File: config.mk
export PLATFORM = sky130hd
export DESIGN_NAME = wishbone_burst_master
export DESIGN_NICKNAME = d
export VERILOG_FILES = /design/src/rtl/wishbone_burst_master.sv
export SDC_FILE = /design/constraint.sdc
export NUM_CORES = 1
export LEC_CHECK = 0
export BUFFER_PORTS_ARGS = -buffer_cell sky130_fd_sc_hd__clkbuf_2
export CAP_MARGIN = 20
export CORE_MARGIN = 10
export CORE_UTILIZATION = 30
export CTS_CLUSTER_DIAMETER = 200
export DETAILED_ROUTE_END_ITERATION = 6
export GPL_TIMING_DRIVEN = 0
export HOLD_SLACK_MARGIN = 0.02
export SLEW_MARGIN = 20
export SYNTH_ARGS = -nofsm -noshare
export SYNTH_HDL_FRONTEND = slang
export SYNTH_SLANG_ARGS = --single-unit
File: constraint.sdc
create_clock -name i_clk -period 4 [get_ports i_clk]
set_clock_uncertainty 0.15 [all_clocks]
set_input_delay 0.2 -clock i_clk [delete_from_list [all_inputs] [get_ports i_clk]]
set_output_delay 0.2 -clock i_clk [all_outputs]
set_load 0.01 [all_outputs]
File: src/rtl/wishbone_burst_master.sv
// ---------------------------------------------------------------------------
// wishbone_burst_master
//
// CPU-to-Wishbone classic master. A CPU request is latched into output flops
// on accept, and the bus cycle is driven entirely from registers. Features:
// burst continuation (cyc held open between beats), bounded wb_rty retry with
// a one-cycle back-off gap, wb_err reporting, and a busy flag.
//
// Optional feature macro: WISHBONE_BURST_MASTER_TIMEOUT_EN
//   When defined, a strobe watchdog aborts an access with o_mem_err after
//   TIMEOUT_CYC strobe cycles with no slave response. When undefined, the
//   strobe phase waits indefinitely.
//
// Ports:
//   i_clk, i_rst          clock, synchronous active-high reset
//   i_mem_addr/data/sel   CPU address, write data, byte selects
//   i_mem_req, i_mem_we   request (taken only while o_mem_busy=0), write enable
//   i_mem_next            keep the bus cycle open after this access (burst)
//   o_mem_data, o_mem_ack read data and one-cycle completion pulse
//   o_mem_err             one-cycle failure pulse
//   o_mem_busy            access in flight (including the ack/err cycle)
//   wb_cyc/stb/we/adr/o_dat/sel   Wishbone master outputs (all registered)
//   wb_i_dat, wb_ack/err/rty      Wishbone slave read data and responses
// ---------------------------------------------------------------------------
module wishbone_burst_master #(
    parameter int DATA_W      = 16,
    parameter int ADDR_W      = 24,
    parameter int SEL_W       = DATA_W / 8,
    parameter int MAX_RETRY   = 3,
    parameter int TIMEOUT_CYC = 255
) (
    input  logic              i_clk,
    input  logic              i_rst,
    input  logic [ADDR_W-1:0] i_mem_addr,
    input  logic [DATA_W-1:0] i_mem_data,
    input  logic [SEL_W-1:0]  i_mem_sel,
    input  logic              i_mem_req,
    input  logic              i_mem_we,
    input  logic              i_mem_next,
    output logic [DATA_W-1:0] o_mem_data,
    output logic              o_mem_ack,
    output logic              o_mem_err,
    output logic              o_mem_busy,
    output logic              wb_cyc,
    output logic              wb_stb,
    output logic              wb_we,
    output logic [ADDR_W-1:0] wb_adr,
    output logic [DATA_W-1:0] wb_o_dat,
    output logic [SEL_W-1:0]  wb_sel,
    input  logic [DATA_W-1:0] wb_i_dat,
    input  logic              wb_ack,
    input  logic              wb_err,
    input  logic              wb_rty
);

    typedef enum logic [1:0] {
        ST_IDLE    = 2'd0,
        ST_STROBE  = 2'd1,
        ST_HOLD    = 2'd2,
        ST_BACKOFF = 2'd3
    } state_t;

    // Retry counter is just wide enough to hold MAX_RETRY and never wraps.
    localparam int RTY_W = (MAX_RETRY < 1) ? 1 : $clog2(MAX_RETRY + 1);
    localparam logic [RTY_W-1:0] RTY_MAX  = RTY_W'(MAX_RETRY);
    localparam logic [RTY_W-1:0] RTY_ONE  = RTY_W'(1);
    localparam logic [RTY_W-1:0] RTY_ZERO = {RTY_W{1'b0}};

    // Configuration sanity checks, evaluated at elaboration.
    if ((DATA_W % 8) != 0 || SEL_W != DATA_W / 8) begin : g_bad_width
        $error("wishbone_burst_master: DATA_W must be a multiple of 8 and SEL_W = DATA_W/8");
    end
    if (TIMEOUT_CYC < 1) begin : g_bad_timeout
        $error("wishbone_burst_master: TIMEOUT_CYC must be at least 1");
    end

    state_t             state_r;
    logic               cyc_r;
    logic               stb_r;
    logic               we_r;
    logic [ADDR_W-1:0]  adr_r;
    logic [DATA_W-1:0]  wdat_r;
    logic [SEL_W-1:0]   sel_r;
    logic [DATA_W-1:0]  rdat_r;
    logic               ack_r;
    logic               err_r;
    logic               busy_r;
    logic               next_r;
    logic [RTY_W-1:0]   rty_cnt_r;

    logic               accept_s;
    logic               rty_ok_s;
    logic               fail_s;
    logic               tmo_hit_s;

    // A request is taken only when nothing is in flight, from IDLE or a burst gap.
    always_comb begin
        if (i_mem_req && !busy_r && (state_r == ST_IDLE || state_r == ST_HOLD)) begin
            accept_s = 1'b1;
        end else begin
            accept_s = 1'b0;
        end
    end

    // Failure decode: wb_err, a retry beyond the budget, or the watchdog when the
    // slave is silent. wb_ack is checked ahead of this in the FSM, so ack wins.
    always_comb begin
        rty_ok_s = (rty_cnt_r < RTY_MAX);
        if (wb_rty) begin
            fail_s = wb_err | ~rty_ok_s;
        end else begin
            fail_s = wb_err | tmo_hit_s;
        end
    end

`ifdef WISHBONE_BURST_MASTER_TIMEOUT_EN
    localparam int TMO_W = (TIMEOUT_CYC < 2) ? 1 : $clog2(TIMEOUT_CYC + 1);
    localparam logic [TMO_W-1:0] TMO_LAST = TMO_W'(TIMEOUT_CYC - 1);
    localparam logic [TMO_W-1:0] TMO_ONE  = TMO_W'(1);
    localparam logic [TMO_W-1:0] TMO_ZERO = {TMO_W{1'b0}};

    logic [TMO_W-1:0] tmo_cnt_r;

    // The counter holds the number of silent strobe cycles already completed,
    // so the abort fires on the TIMEOUT_CYC-th silent strobe cycle.
    always_comb begin
        if (state_r == ST_STROBE && tmo_cnt_r == TMO_LAST) begin
            tmo_hit_s = 1'b1;
        end else begin
            tmo_hit_s = 1'b0;
        end
    end

    // Watchdog counter: cleared on every entry to STROBE, frozen outside STROBE.
    always_ff @(posedge i_clk) begin
        if (i_rst) begin
            tmo_cnt_r <= TMO_ZERO;
        end else if (accept_s || state_r == ST_BACKOFF) begin
            tmo_cnt_r <= TMO_ZERO;
        end else if (state_r == ST_STROBE && !(wb_ack || wb_err || wb_rty) && !tmo_hit_s) begin
            tmo_cnt_r <= tmo_cnt_r + TMO_ONE;
        end else begin
            tmo_cnt_r <= tmo_cnt_r;
        end
    end
`else
    // No watchdog in this build: the strobe phase waits for the slave.
    always_comb begin
        tmo_hit_s = 1'b0;
    end
`endif

    // Main FSM: all bus and CPU-side outputs are registered here.
    always_ff @(posedge i_clk) begin
        if (i_rst) begin
            state_r   <= ST_IDLE;
            cyc_r     <= 1'b0;
            stb_r     <= 1'b0;
            we_r      <= 1'b0;
            adr_r     <= {ADDR_W{1'b0}};
            wdat_r    <= {DATA_W{1'b0}};
            sel_r     <= {SEL_W{1'b0}};
            rdat_r    <= {DATA_W{1'b0}};
            ack_r     <= 1'b0;
            err_r     <= 1'b0;
            busy_r    <= 1'b0;
            next_r    <= 1'b0;
            rty_cnt_r <= RTY_ZERO;
        end else begin
            ack_r <= 1'b0;
            err_r <= 1'b0;
            if (accept_s) begin
                adr_r     <= i_mem_addr;
                wdat_r    <= i_mem_data;
                sel_r     <= i_mem_sel;
                we_r      <= i_mem_we;
                next_r    <= i_mem_next;
                rty_cnt_r <= RTY_ZERO;
                cyc_r     <= 1'b1;
                stb_r     <= 1'b1;
                busy_r    <= 1'b1;
                state_r   <= ST_STROBE;
            end else begin
                case (state_r)
                    ST_STROBE: begin
                        if (wb_ack) begin
                            rdat_r  <= wb_i_dat;
                            ack_r   <= 1'b1;
                            stb_r   <= 1'b0;
                            cyc_r   <= next_r;
                            state_r <= next_r ? ST_HOLD : ST_IDLE;
                        end else if (fail_s) begin
                            // cyc drops even mid-burst: the whole burst is abandoned.
                            err_r   <= 1'b1;
                            stb_r   <= 1'b0;
                            cyc_r   <= 1'b0;
                            state_r <= ST_IDLE;
                        end else if (wb_rty) begin
                            rty_cnt_r <= rty_cnt_r + RTY_ONE;
                            stb_r     <= 1'b0;
                            state_r   <= ST_BACKOFF;
                        end else begin
                            state_r <= ST_STROBE;
                        end
                    end
                    ST_BACKOFF: begin
                        // Reissue the identical latched access after one idle-strobe cycle.
                        stb_r   <= 1'b1;
                        state_r <= ST_STROBE;
                    end
                    ST_HOLD: begin
                        // Busy here only during the ack pulse; i_mem_next still decides
                        // whether the burst stays open.
                        busy_r <= 1'b0;
                        if (!i_mem_next) begin
                            cyc_r   <= 1'b0;
                            state_r <= ST_IDLE;
                        end else begin
                            state_r <= ST_HOLD;
                        end
                    end
                    ST_IDLE: begin
                        busy_r <= 1'b0;
                        cyc_r  <= 1'b0;
                        stb_r  <= 1'b0;
                    end
                    default: begin
                        state_r <= ST_IDLE;
                        cyc_r   <= 1'b0;
                        stb_r   <= 1'b0;
                        busy_r  <= 1'b0;
                    end
                endcase
            end
        end
    end

    assign wb_cyc     = cyc_r;
    assign wb_stb     = stb_r;
    assign wb_we      = we_r;
    assign wb_adr     = adr_r;
    assign wb_o_dat   = wdat_r;
    assign wb_sel     = sel_r;
    assign o_mem_data = rdat_r;
    assign o_mem_ack  = ack_r;
    assign o_mem_err  = err_r;
    assign o_mem_busy = busy_r;

endmodule

==> reports/metrics.csv <==
stage;metric;value;unit
synth;synthTopCellsByArea;dfxtp_1, mux2i_1, nor2_1;
run;cap_violations;0;
global_routing;grt_pass1_wl;13000;um
hold_path;hold_path_class;input port to flip-flop;
critical_path;endpoint;rty_cnt_r[0]$_SDFFE_PP0P_;
synth;ys_warn_count;0;
floorplan;core_region_area;8220;um2
synth;syn_inst;260;
timing;fin_hold_ws;0.0584;ns
synth;synthDistinctLibCells;30;
synth;synth_most_common_cell;dfxtp_1;
global_routing;gr-usage-all-layers;12.5;%
clock_tree;h-tree-depth;3;
synth;synth_top_cell_area_share;54.7;%
timing;drv_slew;0;
clock_tree;cts.clk_slew.worst_paths;0.07;ns
place;dp_hpwl;5620;um
floorplan;rows;33;
synth;synthFlopType;dfxtp_1;
critical_path;r2r_start;state_r[0]$_SDFFE_PP0P_;
clock_tree;cts_tree;done;
synth;synth_top_area_cell;dfxtp_1;
critical_path;worstSetupEndpointType;flip-flop;
cells_and_area;fin_cells;572;
floorplan;ios;130;
timing;setup_ws;2.21;ns
routing;via_per_inst;4.42;
cells_and_area;antennaDiodeCount;0;
cells_and_area;final_nets;529;
clock_tree;cts_root_buf;clkbuf_8;
timing;finalCritPeriodShare;44.9;%
critical_path;cp.arrival;1.92;ns
timing;hold_viol;0;
floorplan;die_w;112;um
place;pre_cts_slack;2.20;ns
floorplan;die_y;112;um
clock_tree;cts_made_buffers;9;
cells_and_area;drive_above_1_share;33.2;%
routing;dr.pass1.iters;4;
global_routing;antenna_found_initial;0;
pwr;ir_drop;0.165;mV
synth;synth-edff-count;0;
global_routing;grt_overflow_total;0;
synth;synthesis.area;2530;um2
clock_tree;clkLatencyLatePin;0.34;ns
synth;synth.avg_cell_area;9.72;um2
pwr;leakagePower;1.91;nW
synth;syn-num-nets;327;
synth;async_flop_share;0;%
synth;ys_seq_area_share;54.7;%
timing;tns;0;ns
floorplan;initial_core_util;30.8;%
synth;ys_top_cells_by_count;dfxtp_1, nor2_1, mux2i_1;
timing;rsz0062_at_grt;false;
floorplan;die-area;12500;um2
place;place.gp.congestion;0.713;
timing;fmax;557;MHz
global_routing;grt_max_degree;12;
timing;tightest_slew;0.540;ns
critical_path;reg2reg_slack;2.21;ns
timing;setup_viol;0;
synth;ys_seq_elements;69;
clock_tree;clock_path_buffers;2;
critical_path;worstReg2RegEnd;wb_adr[7]$_SDFFE_PP0P_;
pwr;power.density;389;nW/um2
routing;detail_route.wl_per_cell;13.8;um
routing;routed_wl;7910;um
clock_tree;clock-sinks;69;
routing;ant_nets;0;
timing;slew_headroom;64.0;%
run_status;status;finished, final reports clean;
clock_tree;post_cts_resized;0;
cells_and_area;area_delta_synth_final;62.9;%
cells_and_area;fillers;750;
routing;drt-initial-drc-count;50;
critical_path;startpoint;wb_ack;
place;port_buffers;129;
global_routing;grt_pass1_vias;2637;
critical_path;crit_type;input port to flip-flop;
routing;dr_total_vias;2527;
critical_path;required;4.12;ns
routing;drc_errors;0;
critical_path;worstRegToRegCells;6;
critical_path;worstSetupStartpointType;input port;
critical_path;path_max_fanout;7;
place;dp.cells;494;
timing;period_needed;1.79;ns
final cells by class:
cell class,count,area (um2),share of cell area [%]
Timing Repair Buffer,191,1270,30.8
Inverter,1,3.75,0.0912
Sequential cell,69,1380,33.5
Buffer,16,78.8,1.91
Tap cell,105,131,3.19
Clock buffer,12,145,3.52
Multi-Input combinational cell,174,1060,25.8
Clock inverter,4,47.5,1.15
critical path, cell delays in order:
cell and delay [ns]:
dlygate4sd3_1 0.53, clkbuf_2 0.17, or4b_4 0.52, or3_1 0.36
a21oi_1 0.14
sequential cells by signal, summed over array words and instances, names as in the netlist:
signal and cells:
wb_stb 1, next_r 1, wb_we 1, wb_adr 24
o_mem_err 1, o_mem_data 16, wb_cyc 1, o_mem_ack 1
o_mem_busy 1, rty_cnt_r 2, state_r 2, wb_o_dat 16
wb_sel 2
power breakdown:
group	total (mW)	leakage [nW]	switching, mW	internal [mW]
combinational	0.286	1.25	0.136	0.150
clock	0.560	0.0964	0.257	0.304
sequential	0.754	0.565	0.0229	0.731
worst min-delay path by stage:
stage	from	to	slack, ns	cells past startpoint
6_report	i_mem_req	state_r[0]$_SDFFE_PP0P_	0.06	3
5_1_grt	i_mem_req	state_r[0]$_SDFFE_PP0P_	0.06	3
4_1_cts	i_mem_req	state_r[0]$_SDFFE_PP0P_	0.03	3
3_5_place_dp	wb_i_dat[13]	o_mem_data[13]$_SDFFE_PP0P_	0.28	3
3_3_place_gp	wb_i_dat[11]	o_mem_data[11]$_SDFFE_PP0P_	0.28	3
2_1_floorplan	wb_ack	o_mem_err$_SDFF_PP0_	0.13	1
layout by cell type (no fill, tap or decap), types with 2 or more instances in the layout:
master         count
o21ai_0            3
nand4b_1           2
clkbuf_1          10
clkbuf_2         129
dlygate4sd3_1     62
nand2_1           35
a31oi_1            2
and2_1             2
nor2_1            45
clkinv_2           2
dfxtp_1           69
clkbuf_8          10
nand3b_1           2
buf_4              4
a21oi_1           21
buf_2              3
mux2i_1           44
nor3b_1            2
nand2b_1           3
per-stage QoR:
stage	util (%)	power (mW)	instance area, um2
after floorplan	-	0.904	2530
after global placement	40.2	1.01	3300
after detailed placement	40.2	1.01	3300
after CTS	50.1	1.62	4120
after global routing	50.1	1.69	4120
final	50.1	1.60	4120
what timing repair did:
item / CTS / global route
setup buffers: 0 / 0
endpoints found under the setup margin: 0 / 0
hold endpoints to repair: 62 / 0
hold buffers: 62 / 0
kinds of logic (layout without fill, tap and decap cells):
| kind of cell | Yosys count | in the layout | share of synthesized area [%] |
|---|---|---|---|
| and+or+nand+nor | 100 | 100 | 17.8 |
| DFF | 69 | 69 | 54.7 |
| muxes | 45 | 45 | 17.9 |
| AOI/OAI and AO/OA | 28 | 28 | 5.94 |
| buffers and inverters | 17 | 224 | 3.27 |
| adders and majority gates | 1 | 1 | 0.495 |
routing by layer:
metal  part of all wire (%)  vias up  track usage, %
li1                       -     1270               -
met1                     41     1167            13.7
met2                     51       79            21.1
met3                    7.2       11            5.15
met4                    1.6        0            4.80
met5                      0        -               0
Power figures use the tool's default switching activity.
